### src/rtl/alu_pkg.sv
// Shared opcode codes, legality check and issue-FSM state type for the alu issue stage.
package alu_pkg;

    localparam int unsigned OP_W = 3;

    localparam logic [OP_W-1:0] OP_ADD = 3'b001;
    localparam logic [OP_W-1:0] OP_SUB = 3'b010;
    localparam logic [OP_W-1:0] OP_NOT = 3'b011;
    localparam logic [OP_W-1:0] OP_CLR = 3'b100;
    localparam logic [OP_W-1:0] OP_OR  = 3'b101;
    localparam logic [OP_W-1:0] OP_AND = 3'b110;

    typedef enum logic [1:0] {
        IDLE = 2'd0,
        EXEC = 2'd1,
        DONE = 2'd2
    } state_t;

    // Codes 000 and 111 have no alu function.
    function automatic logic is_legal_op(input logic [OP_W-1:0] op);
        return (op != 3'b000) && (op != 3'b111);
    endfunction

endpackage

### src/rtl/alu_regfile.sv
// Operand register file: two asynchronous read ports, one synchronous write port.
module alu_regfile #(
    parameter  int unsigned DATA_W   = 16,
    parameter  int unsigned NUM_REGS = 4,
    localparam int unsigned ADDR_W   = $clog2(NUM_REGS)
) (
    input  logic              clk,
    input  logic              rst_n,
    input  logic              we,
    input  logic [ADDR_W-1:0] waddr,
    input  logic [DATA_W-1:0] wdata,
    input  logic [ADDR_W-1:0] raddr_a,
    input  logic [ADDR_W-1:0] raddr_b,
    output logic [DATA_W-1:0] rdata_a_c,
    output logic [DATA_W-1:0] rdata_b_c
);

    logic [DATA_W-1:0] regs [NUM_REGS];

    always_ff @(posedge clk or negedge rst_n) begin
        if (!rst_n) begin
            for (int i = 0; i < NUM_REGS; i++) begin
                regs[i] <= '0;
            end
        end else if (we) begin
            regs[waddr] <= wdata;
        end
    end

    assign rdata_a_c = regs[raddr_a];
    assign rdata_b_c = regs[raddr_b];

endmodule

### src/rtl/alu_issue_ctrl.sv
// Issue stage: accepts one instruction, drives the alu from the register file,
// captures and writes back the result, and hands it downstream with valid/ready.
module alu_issue_ctrl
    import alu_pkg::*;
#(
    parameter  int unsigned DATA_W   = 16,
    parameter  int unsigned NUM_REGS = 4,
    localparam int unsigned ADDR_W   = $clog2(NUM_REGS)
) (
    input  logic              clk,
    input  logic              rst_n,
    input  logic              instr_valid,
    output logic              instr_ready,
    input  logic [OP_W-1:0]   instr_op,
    input  logic [ADDR_W-1:0] instr_rs1,
    input  logic [ADDR_W-1:0] instr_rs2,
    input  logic [ADDR_W-1:0] instr_rd,
    input  logic              wr_en,
    input  logic [ADDR_W-1:0] wr_addr,
    input  logic [DATA_W-1:0] wr_data,
    output logic [DATA_W-1:0] alu_a,
    output logic [DATA_W-1:0] alu_b,
    output logic [OP_W-1:0]   alu_sel,
    input  logic [DATA_W-1:0] alu_out,
    output logic              res_valid,
    input  logic              res_ready,
    output logic [DATA_W-1:0] res_data,
    output logic [ADDR_W-1:0] res_rd,
    output logic              res_err
);

    state_t            state;
    state_t            state_next;
    logic              accept;
    logic              rf_we;
    logic [ADDR_W-1:0] rf_waddr;
    logic [DATA_W-1:0] rf_wdata;
    logic [DATA_W-1:0] rd_a_c;
    logic [DATA_W-1:0] rd_b_c;
    logic [ADDR_W-1:0] rd_q;
    logic              illegal_q;

    always_ff @(posedge clk or negedge rst_n) begin
        if (!rst_n) begin
            state <= IDLE;
        end else begin
            state <= state_next;
        end
    end

    always_comb begin
        state_next = state;
        case (state)
            IDLE:    if (instr_valid) state_next = EXEC;
            EXEC:    state_next = DONE;
            DONE:    if (res_ready) state_next = IDLE;
            default: state_next = IDLE;
        endcase
    end

    // External loads only land in IDLE; EXEC owns the write port for writeback.
    always_comb begin
        instr_ready = 1'b0;
        accept      = 1'b0;
        rf_we       = 1'b0;
        rf_waddr    = wr_addr;
        rf_wdata    = wr_data;
        case (state)
            IDLE: begin
                instr_ready = 1'b1;
                accept      = instr_valid;
                rf_we       = wr_en;
            end
            EXEC: begin
                rf_we    = !illegal_q;
                rf_waddr = rd_q;
                rf_wdata = alu_out;
            end
            default: ;
        endcase
    end

    alu_regfile #(
        .DATA_W   (DATA_W),
        .NUM_REGS (NUM_REGS)
    ) u_regfile (
        .clk       (clk),
        .rst_n     (rst_n),
        .we        (rf_we),
        .waddr     (rf_waddr),
        .wdata     (rf_wdata),
        .raddr_a   (instr_rs1),
        .raddr_b   (instr_rs2),
        .rdata_a_c (rd_a_c),
        .rdata_b_c (rd_b_c)
    );

    // Operand launch: alu inputs change only on an accept edge.
    always_ff @(posedge clk or negedge rst_n) begin
        if (!rst_n) begin
            alu_a     <= '0;
            alu_b     <= '0;
            alu_sel   <= OP_CLR;
            rd_q      <= '0;
            illegal_q <= 1'b0;
        end else if (accept) begin
            alu_a     <= rd_a_c;
            alu_b     <= rd_b_c;
            alu_sel   <= instr_op;
            rd_q      <= instr_rd;
            illegal_q <= !is_legal_op(instr_op);
        end
    end

    // Result capture in EXEC, held through DONE until downstream takes it.
    always_ff @(posedge clk or negedge rst_n) begin
        if (!rst_n) begin
            res_valid <= 1'b0;
            res_data  <= '0;
            res_rd    <= '0;
            res_err   <= 1'b0;
        end else if (state == EXEC) begin
            res_valid <= 1'b1;
            res_data  <= illegal_q ? '0 : alu_out;
            res_rd    <= rd_q;
            res_err   <= illegal_q;
        end else if ((state == DONE) && res_ready) begin
            res_valid <= 1'b0;
        end
    end

endmodule

### config.mk
export PLATFORM = sky130hd
export DESIGN_NAME = alu_issue_ctrl
export DESIGN_NICKNAME = d
export VERILOG_FILES = /design/src/rtl/alu_pkg.sv /design/src/rtl/alu_regfile.sv /design/src/rtl/alu_issue_ctrl.sv
export SDC_FILE = /design/constraint.sdc
export NUM_CORES = 1
export LEC_CHECK = 0
export ABC_AREA = 1
export CAP_MARGIN = 20
export CORE_ASPECT_RATIO = 0.6
export CORE_MARGIN = 2
export CORE_UTILIZATION = 58
export DETAILED_ROUTE_END_ITERATION = 12
export GPL_ROUTABILITY_DRIVEN = 0
export PLACE_DENSITY = 0.86
export SLEW_MARGIN = 25
export SYNTH_ARGS = -nofsm -noshare
export SYNTH_HDL_FRONTEND = slang
export SYNTH_HIERARCHICAL = 1
export SYNTH_SLANG_ARGS = --single-unit
### constraint.sdc
create_clock -name clk -period 5.1 [get_ports clk]
set_input_delay 1.02 -clock clk [delete_from_list [all_inputs] [get_ports clk]]
set_output_delay 1.02 -clock clk [all_outputs]
set_load 0.02 [all_outputs]
# Word-level counts from Yosys, hierarchy flattened
# Cells that the tools add are included.
dict set report totals {
  reg_bits 124
  latchBits 0
  ram_bits 0
  rom_bits 0
  input_bits 48
  out_inout_bits 56
  wordCells 55
  mem_count 0
}
dict set report classes {
  n_addsub 0
  mul 0
  n_div 0
  n_lt_le_gt_ge 4
  eq_ne 5
  shifts 0
  n_mux 20
  n_bitwise 3
  reduce_logical 9
}
# op n
set op_table {}
lappend op_table {{$mux W16} 7}
lappend op_table {{$bmux W16 S2} 2}
lappend op_table {{$bwmux W64} 1}
lappend op_table {{$demux W16 S2} 1}
lappend op_table {{$ge A3 B3 Y1 const B} 3}
lappend op_table {{$not A2 Y3} 3}
lappend op_table {{$mux W2} 3}
lappend op_table {{$pmux W2 S3} 1}
lappend op_table {{$mux W1} 4}
lappend op_table {{$ne A2 B2 Y1 const B} 2}
lappend op_table {{$logic_and A1 B1 Y1} 3}
lappend op_table {{$lt A3 B1 Y1 const B} 1}
lappend op_table {{$ne A3 B3 Y1 const B} 1}
lappend op_table {{$reduce_bool A3 Y1} 1}
lappend op_table {{$eq A2 B1 Y1 const B} 1}
lappend op_table {{$eq A2 B2 Y1 const B} 1}
lappend op_table {{$logic_not A1 Y1} 2}
lappend op_table {{$logic_not A2 Y1} 1}
lappend op_table {{$pmux W1 S2} 1}
lappend op_table {{$reduce_and A2 Y1} 1}
lappend op_table {{$reduce_bool A2 Y1} 1}

# Logic depth before layout (Yosys ltp)
# Gate-level depths: netlist (run 1).
dict set report depth {
  word_depth 8
  ltp_mapped 13
}

# Cells and area by module
# Netlist (run 1), hierarchy kept.
# module n_inst cells_each area_each_um2
set modules_own_cells {}
lappend modules_own_cells {alu_regfile 1 594 3965.1}
lappend modules_own_cells {alu_issue_ctrl 1 300 2493.6}

# Worst setup path before layout (run 1)
# OpenSTA, ideal clock, no wires.
dict set report synth_path {
  kind {input port to flip-flop}
  startpoint {input wr_addr[1]}
  endpoint {register u_regfile/regs[48] in the netlist's numbering}
  arrival_ps 1744
  slack_ps 3239
  cell_stages 8
  path_buffers 2
  cell_sequence {nand2_1 nand2_1 buf_6 nor2_8 nand2_4 buf_6 nand2_1 nand2_1}
}
dict set report synth_between {
  elab_chain_cells 7
}
# element line_no
set synth_rtl {}
lappend synth_rtl {{start, declared} alu_issue_ctrl.sv:19} ;# input logic [ADDR_W-1:0] wr_addr,
lappend synth_rtl {{$mux W2 (*)} alu_issue_ctrl.sv:68} ;# case (state)
lappend synth_rtl {{via rf_waddr[1]} alu_issue_ctrl.sv:36} ;# logic [ADDR_W-1:0] rf_waddr;
lappend synth_rtl {{$not A2 Y3 (not written as such) (*)} alu_regfile.sv:26} ;# regs[waddr] <= wdata;
lappend synth_rtl {{$ge A3 B3 Y1 (not written as such) or $lt A3 B1 Y1 (tied branches)} alu_regfile.sv:26}
lappend synth_rtl {{$logic_and A1 B1 Y1 (not written as such)} alu_regfile.sv:26}
lappend synth_rtl {{$mux W16 (not written as such)} alu_regfile.sv:26}
lappend synth_rtl {{$demux W16 S2 (*)} alu_regfile.sv:26}
lappend synth_rtl {{$bwmux W64 (*)} alu_regfile.sv:26}
lappend synth_rtl {{end signal, assigned by index} alu_regfile.sv:26}
lappend synth_rtl {{end, declared} alu_regfile.sv:18} ;# logic [DATA_W-1:0] regs [NUM_REGS];
# The timed path passes the listed nets; every way through them passes the cells marked *.
# A chain may end at the register's enable or synchronous reset.

# Worst setup path after layout (run 1)
dict set report layout_path {
  startpoint {register state[0]}
  endpoint {register u_regfile/regs[4] in the netlist's numbering}
}
dict set report layout_between {
  elab_chain_cells 8
}
# element line_no
set layout_rtl {}
lappend layout_rtl {{start, declared} alu_issue_ctrl.sv:32} ;# state_t state;
lappend layout_rtl {{start signal, assigned} alu_issue_ctrl.sv:47} ;# state <= state_next;
lappend layout_rtl {{$eq A2 B1 Y1 (*)} alu_issue_ctrl.sv:68}
lappend layout_rtl {{$mux W2 (*)} alu_issue_ctrl.sv:68}
lappend layout_rtl {{via rf_waddr[1]} alu_issue_ctrl.sv:36}
lappend layout_rtl {{$not A2 Y3 (not written as such) (*)} alu_regfile.sv:26}
lappend layout_rtl {{$ge A3 B3 Y1 (not written as such) or $lt A3 B1 Y1 (tied branches)} alu_regfile.sv:26}
lappend layout_rtl {{$logic_and A1 B1 Y1 (not written as such)} alu_regfile.sv:26}
lappend layout_rtl {{$mux W16 (not written as such)} alu_regfile.sv:26}
lappend layout_rtl {{$demux W16 S2 (*)} alu_regfile.sv:26}
lappend layout_rtl {{$bwmux W64 (*)} alu_regfile.sv:26}
# Marks and branches as above.

==> impl_results.md, run 1 <==
* Run status: finished, final reports clean
* Xor-xnor portion of the synthesized cell area at 0%
* DP Area at 7375 um^2
* # H-tree levels at 4
* Power Density at 639.7 nW/um^2
* First-pass GRT wire length at 30420 um
* FMAX at 0.3128 GHz
* Pin count of the biggest net entering global routing at 57
* Final core occ at 74.65%
* Hpwl dp at 11270 um
* Worst IR Drop VDD at 0.0003451 V
* Worst-path clk slew at 0.05 ns
* Post-Syn Nets at 942
* CP arrival at 3.49 ns
* Antenna Cells at 0
* CP max FO at 39
* Endpoints failing setup at 0
* Hold Path Class: reg -> reg
* Io pins at 104
* Total number of vias at 6311
* Synthesized instance count at 894
* 1st-pass router iterations at 6
* Slowest CP cell: nand2_1
* Vias per inst at 5.640
* Syn. warnings at 6
* Critical path's largest stage delay at 0.76 ns
* WL/cell at 16.10 um
* Mux contribution to synthesized area at 0%
* Remaining DRCs at 0
* Slew @ Worst Pin at 1.061 ns
* Post-CTS Resized at 0
* Die ar. at 12020 um^2
* Post-synthesis sequential area ratio at 48.06%
* Routed wire length at 18010 um
* Synthesized area at 6459 um^2
* Grt total ovfl at 0
* Slew headroom at 28.81%
* Setup_tns at 0 ns
* Clock sink count at 124
* Synth Area in Adders at 0%
* DRT iter0 DRCs at 698
* Synthesized area per cell at 7.224 um^2
* CTS buffer count at 17
* Place WS at 1.855 ns
* P_sw at 2.086 mW
* Layout area overhead at 23.71%
* Worst skew pair latency at 0.41 ns
* Worst Clk Skew at 0.005213 ns
* Clock share of power at 24.6%
* RSZ-0062 raised after global routing: false
* Cts hold-fix bufs at 0
* Clock tree from TritonCTS: yes
* Die X at 140.2 um
* Minimum clock period at 3.197 ns
* Post-CTS Repair Setup Buffers at 0
* Fin nets at 1015
* Leak pwr at 4.348 nW
* IO Port Bufs at 103
* Sequential share of power at 33.4%
* Pint at 3.026 mW
* Critical path class: reg -> reg
* # rows at 29
* Sw frac at 40.80%
* Simple logic cell fraction of the synthesized area at 38.20%
* Core footprint at 10700 um^2
* Final period util at 62.69%
* Yosys cell types at 22
* Final Hold Fails at 0
* Critical Path RT at 5.39 ns
* Flops & latches, synth at 124
* Initial antenna violation count at 0
* Slew Viols, Final at 0
* Fin area at 7990 um^2
* Largest family of logic cells by synthesized area: simple AND/OR/NAND/NOR gates
* Most frequent CP cell: nand2_1
* Critical Path Source Type: register
* Final setup margin at 1.903 ns
* Antenna-violating nets left at 0
* Comb power frac at 42.0%
* Initial core utilization at 60.34%
* Global router's overall resource usage at 32.01%
* Cell Chain, Critical Path: inv_2 > nor2_2 > buf_4 > inv_2 > nand2_1 > nand2_1 > nand3_4 > nand2_1 > o21ai_2
* Post-synthesis compound-gate area fraction at 3.138%
* Fraction of layout cells with a size suffix above 1 at 5.816%
* Die Span Y at 85.74 um
* Number of global-route vias before repair at 6335
* CP Capture Type: register
* Final cell count without fillers at 1119
* Max-cap viol count at 0
* Maximum clock path buffer count at 2
* Clock Tree Root: clkbuf_16
* Dpl cells at 1087
worst max-delay path, delay by kind of cell, from the launching register on:
kind | cells | cell delay [ns]
AOI/OAI and AO/OA | 1 | 0.07
buffers and inverters | 3 | 0.81
DFF | 1 | 0.41
and+or+nand+nor | 5 | 1.72
cell usage after synthesis, drive strengths merged:
cell	count	area, um^2
buf	50	324.1
clkbuf	5	18.77
nand4	32	200.2
nand3	85	462.9
dfrtp	123	3078
nor2	4	41.29
o21ai	36	202.7
nand2	467	1763
inv	91	341.6
dfstp	1	26.28
cell usage in the layout (no fill, tap or decap):
| cell type | count |
|---|---|
| inv_2 | 5 |
| nand2_2 | 1 |
| dfrtp_1 | 123 |
| clkdlybuf4s50_1 | 102 |
| o21ai_2 | 6 |
| nor2_1 | 1 |
| clkinv_1 | 2 |
| dfstp_2 | 1 |
| clkbuf_1 | 3 |
| nor2_4 | 1 |
| nand2_1 | 465 |
| o21ai_0 | 19 |
| nor2_2 | 1 |
| nor2_8 | 1 |
| nand2_4 | 1 |
| buf_4 | 7 |
| bufinv_16 | 3 |
| nand3_1 | 82 |
| inv_1 | 84 |
| clkbuf_8 | 5 |
| clkinv_2 | 4 |
| nand4_1 | 32 |
| nand3_4 | 3 |
| o21ai_1 | 10 |
| clkbuf_16 | 17 |
| o21ai_4 | 1 |
routing by layer:
metal / wire length [um] / global-route usage, % / part of all wire, %
met1: 7298 / 40.21 / 41
met2: 8512 / 52.27 / 47
met3: 1618 / 8.487 / 9.0
met4: 584 / 15.79 / 3.2
met5: 0 / 0 / 0
stage by stage:
step	hold WS, ns	total power [mW]
global placement	0.4551	3.732
detailed placement	0.4581	3.787
global route	0.4906	5.439
finish	0.4744	5.112
floorplan	0.4419	3.081
CTS	0.4722	5.088
state kept, by name, indices dropped and copies added (netlist names):
name,flops
u_regfile/regs,64
alu_a,16
alu_b,16
res_data,16
alu_sel,3
rd_q,2
res_rd,2
state,2
illegal_q,1
res_err,1
res_valid,1
layout make-up:
type	instances	area, um^2
clock inverters	7	110.1
inverters	91	341.6
clock buffers	25	505.5
flip-flops and latches	124	3104
fillers	771	2714
multi-input cells	624	2681
repair buffers	109	1074
well taps	139	173.9
logic make-up after synthesis:
logic type	after synthesis
and+or+nand+nor	588
DFF	124
AOI/OAI and AO/OA	36
buffers and inverters	146
power groups by stage:
| stage | clock (mW) | sequential (mW) | combinational, mW |
|---|---|---|---|
| 6_report | 1.26 | 1.71 | 2.15 |
| 5_1_grt | 1.32 | 1.75 | 2.37 |
| 4_1_cts | 1.26 | 1.70 | 2.12 |
| 3_5_place_dp | 0 | 1.70 | 2.09 |
| 3_3_place_gp | 0 | 1.69 | 2.04 |
| 2_1_floorplan | 0 | 1.87 | 1.21 |
path summary, 6_finish.rpt:
check,end,startpoint,cells past startpoint,slack (ns)
setup / recovery,u_regfile/regs[4]$_DFFE_PN0P_,state[0]$_DFFE_PN0P_,9,1.90
hold / removal,u_regfile/regs[51]$_DFFE_PN0P_,u_regfile/regs[51]$_DFFE_PN0P_,2,0.47
setup reg to reg,u_regfile/regs[4]$_DFFE_PN0P_,state[0]$_DFFE_PN0P_,9,1.90
hold reg to reg,u_regfile/regs[51]$_DFFE_PN0P_,u_regfile/regs[51]$_DFFE_PN0P_,2,0.47
max in group asynchronous,res_data[4]$_DFFE_PN0N_,rst_n,2,3.51
min in group asynchronous,u_regfile/regs[40]$_DFFE_PN0P_,rst_n,1,0.54
Power figures use the tool's default switching activity.
==> inputs of run 2 (changes only) <==
Settings changed: CORE_UTILIZATION 58 to 49, PLACE_DENSITY 0.86 to 0.77.
Clock period 5.1 ns to 2.8 ns, I/O delays scaled along.
==> impl_results.md, run 2 (synthesis results as in run 1) <==
* Run status: finished, final reports clean
* CP Capture Type: register
* Commonest non-fill, non-tap cell in the layout: nand2_1
* Io pins at 104 (unchanged)
* Critical path class: reg -> reg
* Die X at 152.2 um (+8.5%)
* Worst Clk Skew at 0.008883 ns (+0.003670 ns)
* Largest register FFs at 64 (unchanged)
* Hold Path Class: in -> async
* Critical Path Source Type: register
* Met3 Usage GRT at 4.586% (-3.9 points)
* Maximum clock path buffer count at 2 (unchanged)
* Number of global-route vias before repair at 5974 (-5.7%)
* Post-CTS Resized at 0 (unchanged)
* Largest Register: u_regfile/regs
* Slew @ Worst Pin at 0.6858 ns (-0.3754 ns)
* Routed wire length at 16840 um (-6.5%)
* Pint at 5.281 mW (+75%)
* WL/cell at 14.46 um (-10%)
* Pwr Total at 9.067 mW (+77%)
* Clock Tree Root: clkbuf_16
* Leak pwr at 4.379 nW (+0.72%)
* Leading cell types in the layout, fill and taps excluded: 465 x nand2_1, 123 x dfrtp_1, 102 x clkdlybuf4s50_1, 86 x inv_1, 82 x nand3_1
* Vias per inst at 5.267 (-6.6%)
* Final Hold Fails at 0 (unchanged)
* Worst skew pair latency at 0.42 ns (about the same)
* Hpwl dp at 11660 um (+3.5%)
* Antenna-violating nets left at 0 (unchanged)
* Initial antenna violation count at 0 (unchanged)
* Fillers at 1139 (+48%)
* Remaining DRCs at 0 (unchanged)
* # H-tree levels at 4 (unchanged)
* CTS buffer count at 17 (unchanged)
* 1st-pass router iterations at 5 (-1)
* Cts hold-fix bufs at 0 (unchanged)
* Final period util at 84.00% (+21 points)
* Worst-path clk slew at 0.06 ns (about the same)
* DP Area at 7531 um^2 (+2.1%)
* Max-cap viol count at 0 (unchanged)
* Core footprint at 12850 um^2 (+20%)
* Sequential share of power at 33.9% (+0.5 points)
* RSZ-0062 raised after global routing: false
* Clock share of power at 22.9% (-1.7 points)
* Hold slack at 0.1820 ns (-0.2923 ns)
* Slew headroom at 54.28% (+25 points)
* Sw frac at 41.75% (+0.95 points)
* Fraction of layout cells with a size suffix above 1 at 7.344% (+1.5 points)
* Clock tree from TritonCTS: yes
* CP arrival at 2.65 ns (-0.84 ns)
* Total number of vias at 6131 (-2.9%)
* Comb power frac at 43.3% (+1.3 points)
* Clock sink count at 124 (unchanged)
* Antenna Cells at 0 (unchanged)
* M1 GR Usage at 34.28% (-5.9 points)
* First-pass GRT wire length at 28700 um (-5.6%)
* IO Port Bufs at 103 (unchanged)
* # rows at 32 (+10%)
* GRT busiest layer: met2
* Minimum clock period at 2.352 ns (-0.8453 ns)
* DRT iter0 DRCs at 486 (-30%)
* Met2 Use GR at 40.17% (-12 points)
* FMAX at 0.4252 GHz (+36%)
* Die Span Y at 92.93 um (+8.4%)
* P_sw at 3.785 mW (+82%)
* Power Density at 1122 nW/um^2 (+75%)
* Layout area overhead at 25.15%
* Fin nets at 1029 (+1.4%)
* CP max FO at 19 (-51%)
* Setup_tns at 0 ns (unchanged)
* Grt total ovfl at 0 (unchanged)
* Fin area at 8083 um^2 (+1.2%)
* Critical Path RT at 3.10 ns (-2.29 ns)
* Slew Viols, Final at 0 (unchanged)
* Die ar. at 14150 um^2 (+18%)
* Global router's overall resource usage at 25.03% (-7.0 points)
* Post-CTS Repair Setup Buffers at 0 (unchanged)
* Pin count of the biggest net entering global routing at 54 (-5.3%)
* Initial core utilization at 50.25% (-10 points)
* Endpoints failing setup at 0 (unchanged)
* Worst IR Drop VDD at 0.0004369 V (+27%)
==> run 2: cell count changes in the layout (fill, tap and decap cells not counted) <==
| cell | before | now |
|---|---|---|
| clkbuf_8 | 5 | 0 |
| inv_1 | 84 | 86 |
| buf_12 | 0 | 1 |
| buf_4 | 7 | 20 |
| clkbuf_1 | 3 | 1 |
| clkinv_1 | 2 | 0 |
| inv_6 | 0 | 2 |
| bufinv_16 | 3 | 1 |
| clkinvlp_4 | 0 | 5 |
| clkinv_4 | 0 | 2 |
==> run 2: area by class of cell <==
type / count / area, um^2 / area share (%)
clock buffers: 18 / 429.2 / 5.310
inverters: 91 / 341.6 / 4.226
flip-flops and latches: 124 / 3104 / 38.41
multi-input cells: 624 / 2681 / 33.17
clock inverters: 14 / 122.6 / 1.517
repair buffers: 123 / 1191 / 14.74
well taps: 170 / 212.7 / 2.632
==> run 2: per-stage QoR <==
stage	cells	worst slack [ns]	utilization, %
after floorplan	894	1.100	-
after global placement	1132	0.3987	58.60
final	1164	0.4480	62.89
after global routing	1164	0.2128	62.89
after detailed placement	1132	0.3462	58.60
after CTS	1164	0.4645	62.89
==> run 2: routing by layer <==
layer,vias to the layer above,routed length [um]
met2,238,7777
met5,-,0
met4,0,272
li1,2937,-
met1,2915,7785
met3,41,1001
==> run 2: final timing paths <==
check / from / end / slack [ns] / cells after the start
max: state[1]$_DFFE_PN0P_ / u_regfile/regs[37]$_DFFE_PN0P_ / 0.45 / 8
min: rst_n / res_data[9]$_DFFE_PN0N_ / 0.18 / 1
max reg2reg: state[1]$_DFFE_PN0P_ / u_regfile/regs[37]$_DFFE_PN0P_ / 0.45 / 8
min reg2reg: res_rd[0]$_DFFE_PN0N_ / res_rd[0]$_DFFE_PN0N_ / 0.47 / 2
max in group asynchronous: rst_n / res_data[1]$_DFFE_PN0N_ / 1.89 / 2
min in group clk: res_rd[0]$_DFFE_PN0N_ / res_rd[0]$_DFFE_PN0N_ / 0.47 / 2
==> run 2: power by group through the flow <==
stage	registers (mW)	logic [mW]	clock network (mW)
2_1_floorplan	3.40	2.21	0
3_3_place_gp	3.08	3.81	0
3_5_place_dp	3.07	3.91	0
4_1_cts	3.06	3.93	2.09
5_1_grt	3.15	4.37	2.18
6_report	3.07	3.92	2.07
==> run 2: critical path, cell delays in order, from the launching register on <==
cell     delay, ns
dfrtp_1       0.44
nor2_2        0.25
inv_2         0.20
nand2_1       0.10
nand2_1       0.36
inv_2         0.42
nand3_4       0.27
nand2_1       0.14
nand2_1       0.05
==> inputs of run 3 (changes only) <==
Clock period 2.8 ns to 2.05 ns, I/O delays scaled along.
==> impl_results.md, run 3 (synthesis results as in run 1) <==
* Worst-path clk slew at 0.06 ns (about the same)
* Final Hold Fails at 0 (unchanged)
* CP max FO at 32 (+13)
* CTS buffer count at 17 (unchanged)
* # H-tree levels at 4 (unchanged)
* Worst IR Drop VDD at 0.0006468 V (+48%)
* Fraction of layout cells with a size suffix above 1 at 8.722% (+1.4 points)
* Met1 WL at 7859 um (+0.95%)
* Run status: finished, final reports clean
* IO Port Bufs at 103 (unchanged)
* Layout area overhead at 29.21%
* Clock Tree Root: clkbuf_16
* Power Density at 1553 nW/um^2 (+38%)
* Antenna Cells at 0 (unchanged)
* Worst skew pair latency at 0.41 ns (about the same)
* Endpoints failing setup at 0 (unchanged)
* Initial core utilization at 50.25% (unchanged)
* Met2 WL post-DR at 7818 um (+0.53%)
* Vias per inst at 5.244 (-0.43%)
* CP arrival at 2.24 ns (-0.41 ns)
* Core footprint at 12850 um^2 (unchanged)
* Die Span Y at 92.93 um (unchanged)
* Uppermost layer routed: met4
* Clock tree from TritonCTS: yes
* Routed wire length at 17270 um (+2.6%)
* Commonest non-fill, non-tap cell in the layout: nand2_1
* 1st-pass router iterations at 5 (unchanged)
* Die ar. at 14150 um^2 (unchanged)
* Post-CTS Repair Setup Buffers at 0 (unchanged)
* Hold Path Class: reg -> reg
* Clock sink count at 124 (unchanged)
* Io pins at 104 (unchanged)
* Grt total ovfl at 0 (unchanged)
* Largest Register: u_regfile/regs
* Detailed-routed wire length on met3 at 1159 um (+16%)
* Slew headroom at 56.32% (+2.0 points)
* Leading cell types in the layout, fill and taps excluded: 464 x nand2_1, 122 x dfrtp_1, 101 x clkdlybuf4s50_1, 86 x inv_1, 82 x nand3_1
* Largest register FFs at 64 (unchanged)
* Initial antenna violation count at 0 (unchanged)
* Hpwl dp at 11990 um (+2.8%)
* Remaining DRCs at 0 (unchanged)
* Maximum clock path buffer count at 2 (unchanged)
* FMAX at 0.5129 GHz (+21%)
* Fin nets at 1044 (+1.5%)
* Slew @ Worst Pin at 0.6544 ns (-0.03144 ns)
* Number of global-route vias before repair at 6177 (+3.4%)
* Pin count of the biggest net entering global routing at 34 (-37%)
* Leak pwr at 4.515 nW (+3.1%)
* Global router's overall resource usage at 25.83% (+0.80 points)
* Hold slack at 0.4691 ns (+0.2871 ns)
* Minimum clock period at 1.950 ns (-0.4022 ns)
* First-pass GRT wire length at 29550 um (+3.0%)
* # rows at 32 (unchanged)
* Worst Clk Skew at 0.003696 ns (-0.005187 ns)
* Antenna-violating nets left at 0 (unchanged)
* WL/cell at 14.65 um (+1.3%)
* CP Capture Type: register
* Critical Path RT at 2.34 ns (-0.76 ns)
* Max-cap viol count at 0 (unchanged)
* Setup_tns at 0 ns (unchanged)
* Critical path class: reg -> reg
* Total number of vias at 6183 (+0.85%)
* Die X at 152.2 um (unchanged)
* DRT iter0 DRCs at 449 (-7.6%)
* Slew Viols, Final at 0 (unchanged)
* Final period util at 95.11% (+11 points)
* Critical Path Source Type: register
[run 3: cell types whose count changed in the layout (fill, tap and decap cells not counted), sizes merged, moves of 2 or more]
| cell | change |
|---|---|
| clkinv | -2 |
| clkbuf | +4 |
| inv | -2 |
| bufinv | +3 |
| clkinvlp | -3 |
| buf | +13 |
[run 3: what timing repair did]
item,4_1_cts,5_1_grt
endpoints found under the setup margin,1,47
cloned,0,1
pin swaps,0,1
hold buffers,1,0
resized for setup,1,4
hold endpoints to repair,29,0
[run 3: layer usage]
metal,vias to the layer above,track usage (%)
li1,2965,-
met1,2928,34.70
met2,244,41.97
met3,46,5.288
met4,0,9.112
met5,-,0
[run 3: worst paths after layout]
kind,start,slack (ns),end,cells after the start
worst min-delay path,u_regfile/regs[23]$_DFFE_PN0P_,0.47,u_regfile/regs[23]$_DFFE_PN0P_,2
worst min register to register,u_regfile/regs[23]$_DFFE_PN0P_,0.47,u_regfile/regs[23]$_DFFE_PN0P_,2
worst max register to register,state[1]$_DFFE_PN0P_,0.10,u_regfile/regs[3]$_DFFE_PN0P_,6
min in group asynchronous,rst_n,0.52,res_err$_DFFE_PN0N_,2
worst max-delay path,state[1]$_DFFE_PN0P_,0.10,u_regfile/regs[3]$_DFFE_PN0P_,6
max in group asynchronous,rst_n,0.91,alu_sel[2]$_DFFE_PN1P_,3
[run 3: final cells by class]
| cell class | instances | area, um^2 |
|---|---|---|
| Fill cell | 1101 | 4507 |
| Tap cell | 170 | 212.7 |
| Clock buffer | 22 | 474.2 |
| Timing Repair Buffer | 137 | 1348 |
| Clock inverter | 10 | 162.7 |
| Multi-Input combinational cell | 625 | 2699 |
| Sequential cell | 124 | 3105 |
| Inverter | 91 | 344.1 |
[run 3: where the power goes]
| part | internal, mW | switching [mW] |
|---|---|---|
| logic | 2.11 | 3.42 |
| clock network | 2.13 | 1.10 |
| registers | 3.55 | 0.646 |
[run 3: critical path, stage by stage (launching register included)]
cell and delay, ns:
dfrtp_2 0.45, nor2_4 0.20, inv_4 0.10, o21ai_4 0.35
nand3_4 0.40, nand2_1 0.23, o21ai_2 0.07
[run 3: metrics by stage]
stage	std cells	setup WS, ns	power (mW)	cell area, um^2	util, %
floorplan	894	0.3505	7.664	6459	-
global placement	1145	0.04861	9.535	7679	59.74
detailed placement	1145	-0.01661	9.656	7679	59.74
CTS	1178	0.03421	12.95	8324	64.77
global route	1179	-0.01309	13.86	8346	64.93
finish	1179	0.1003	12.96	8346	64.93
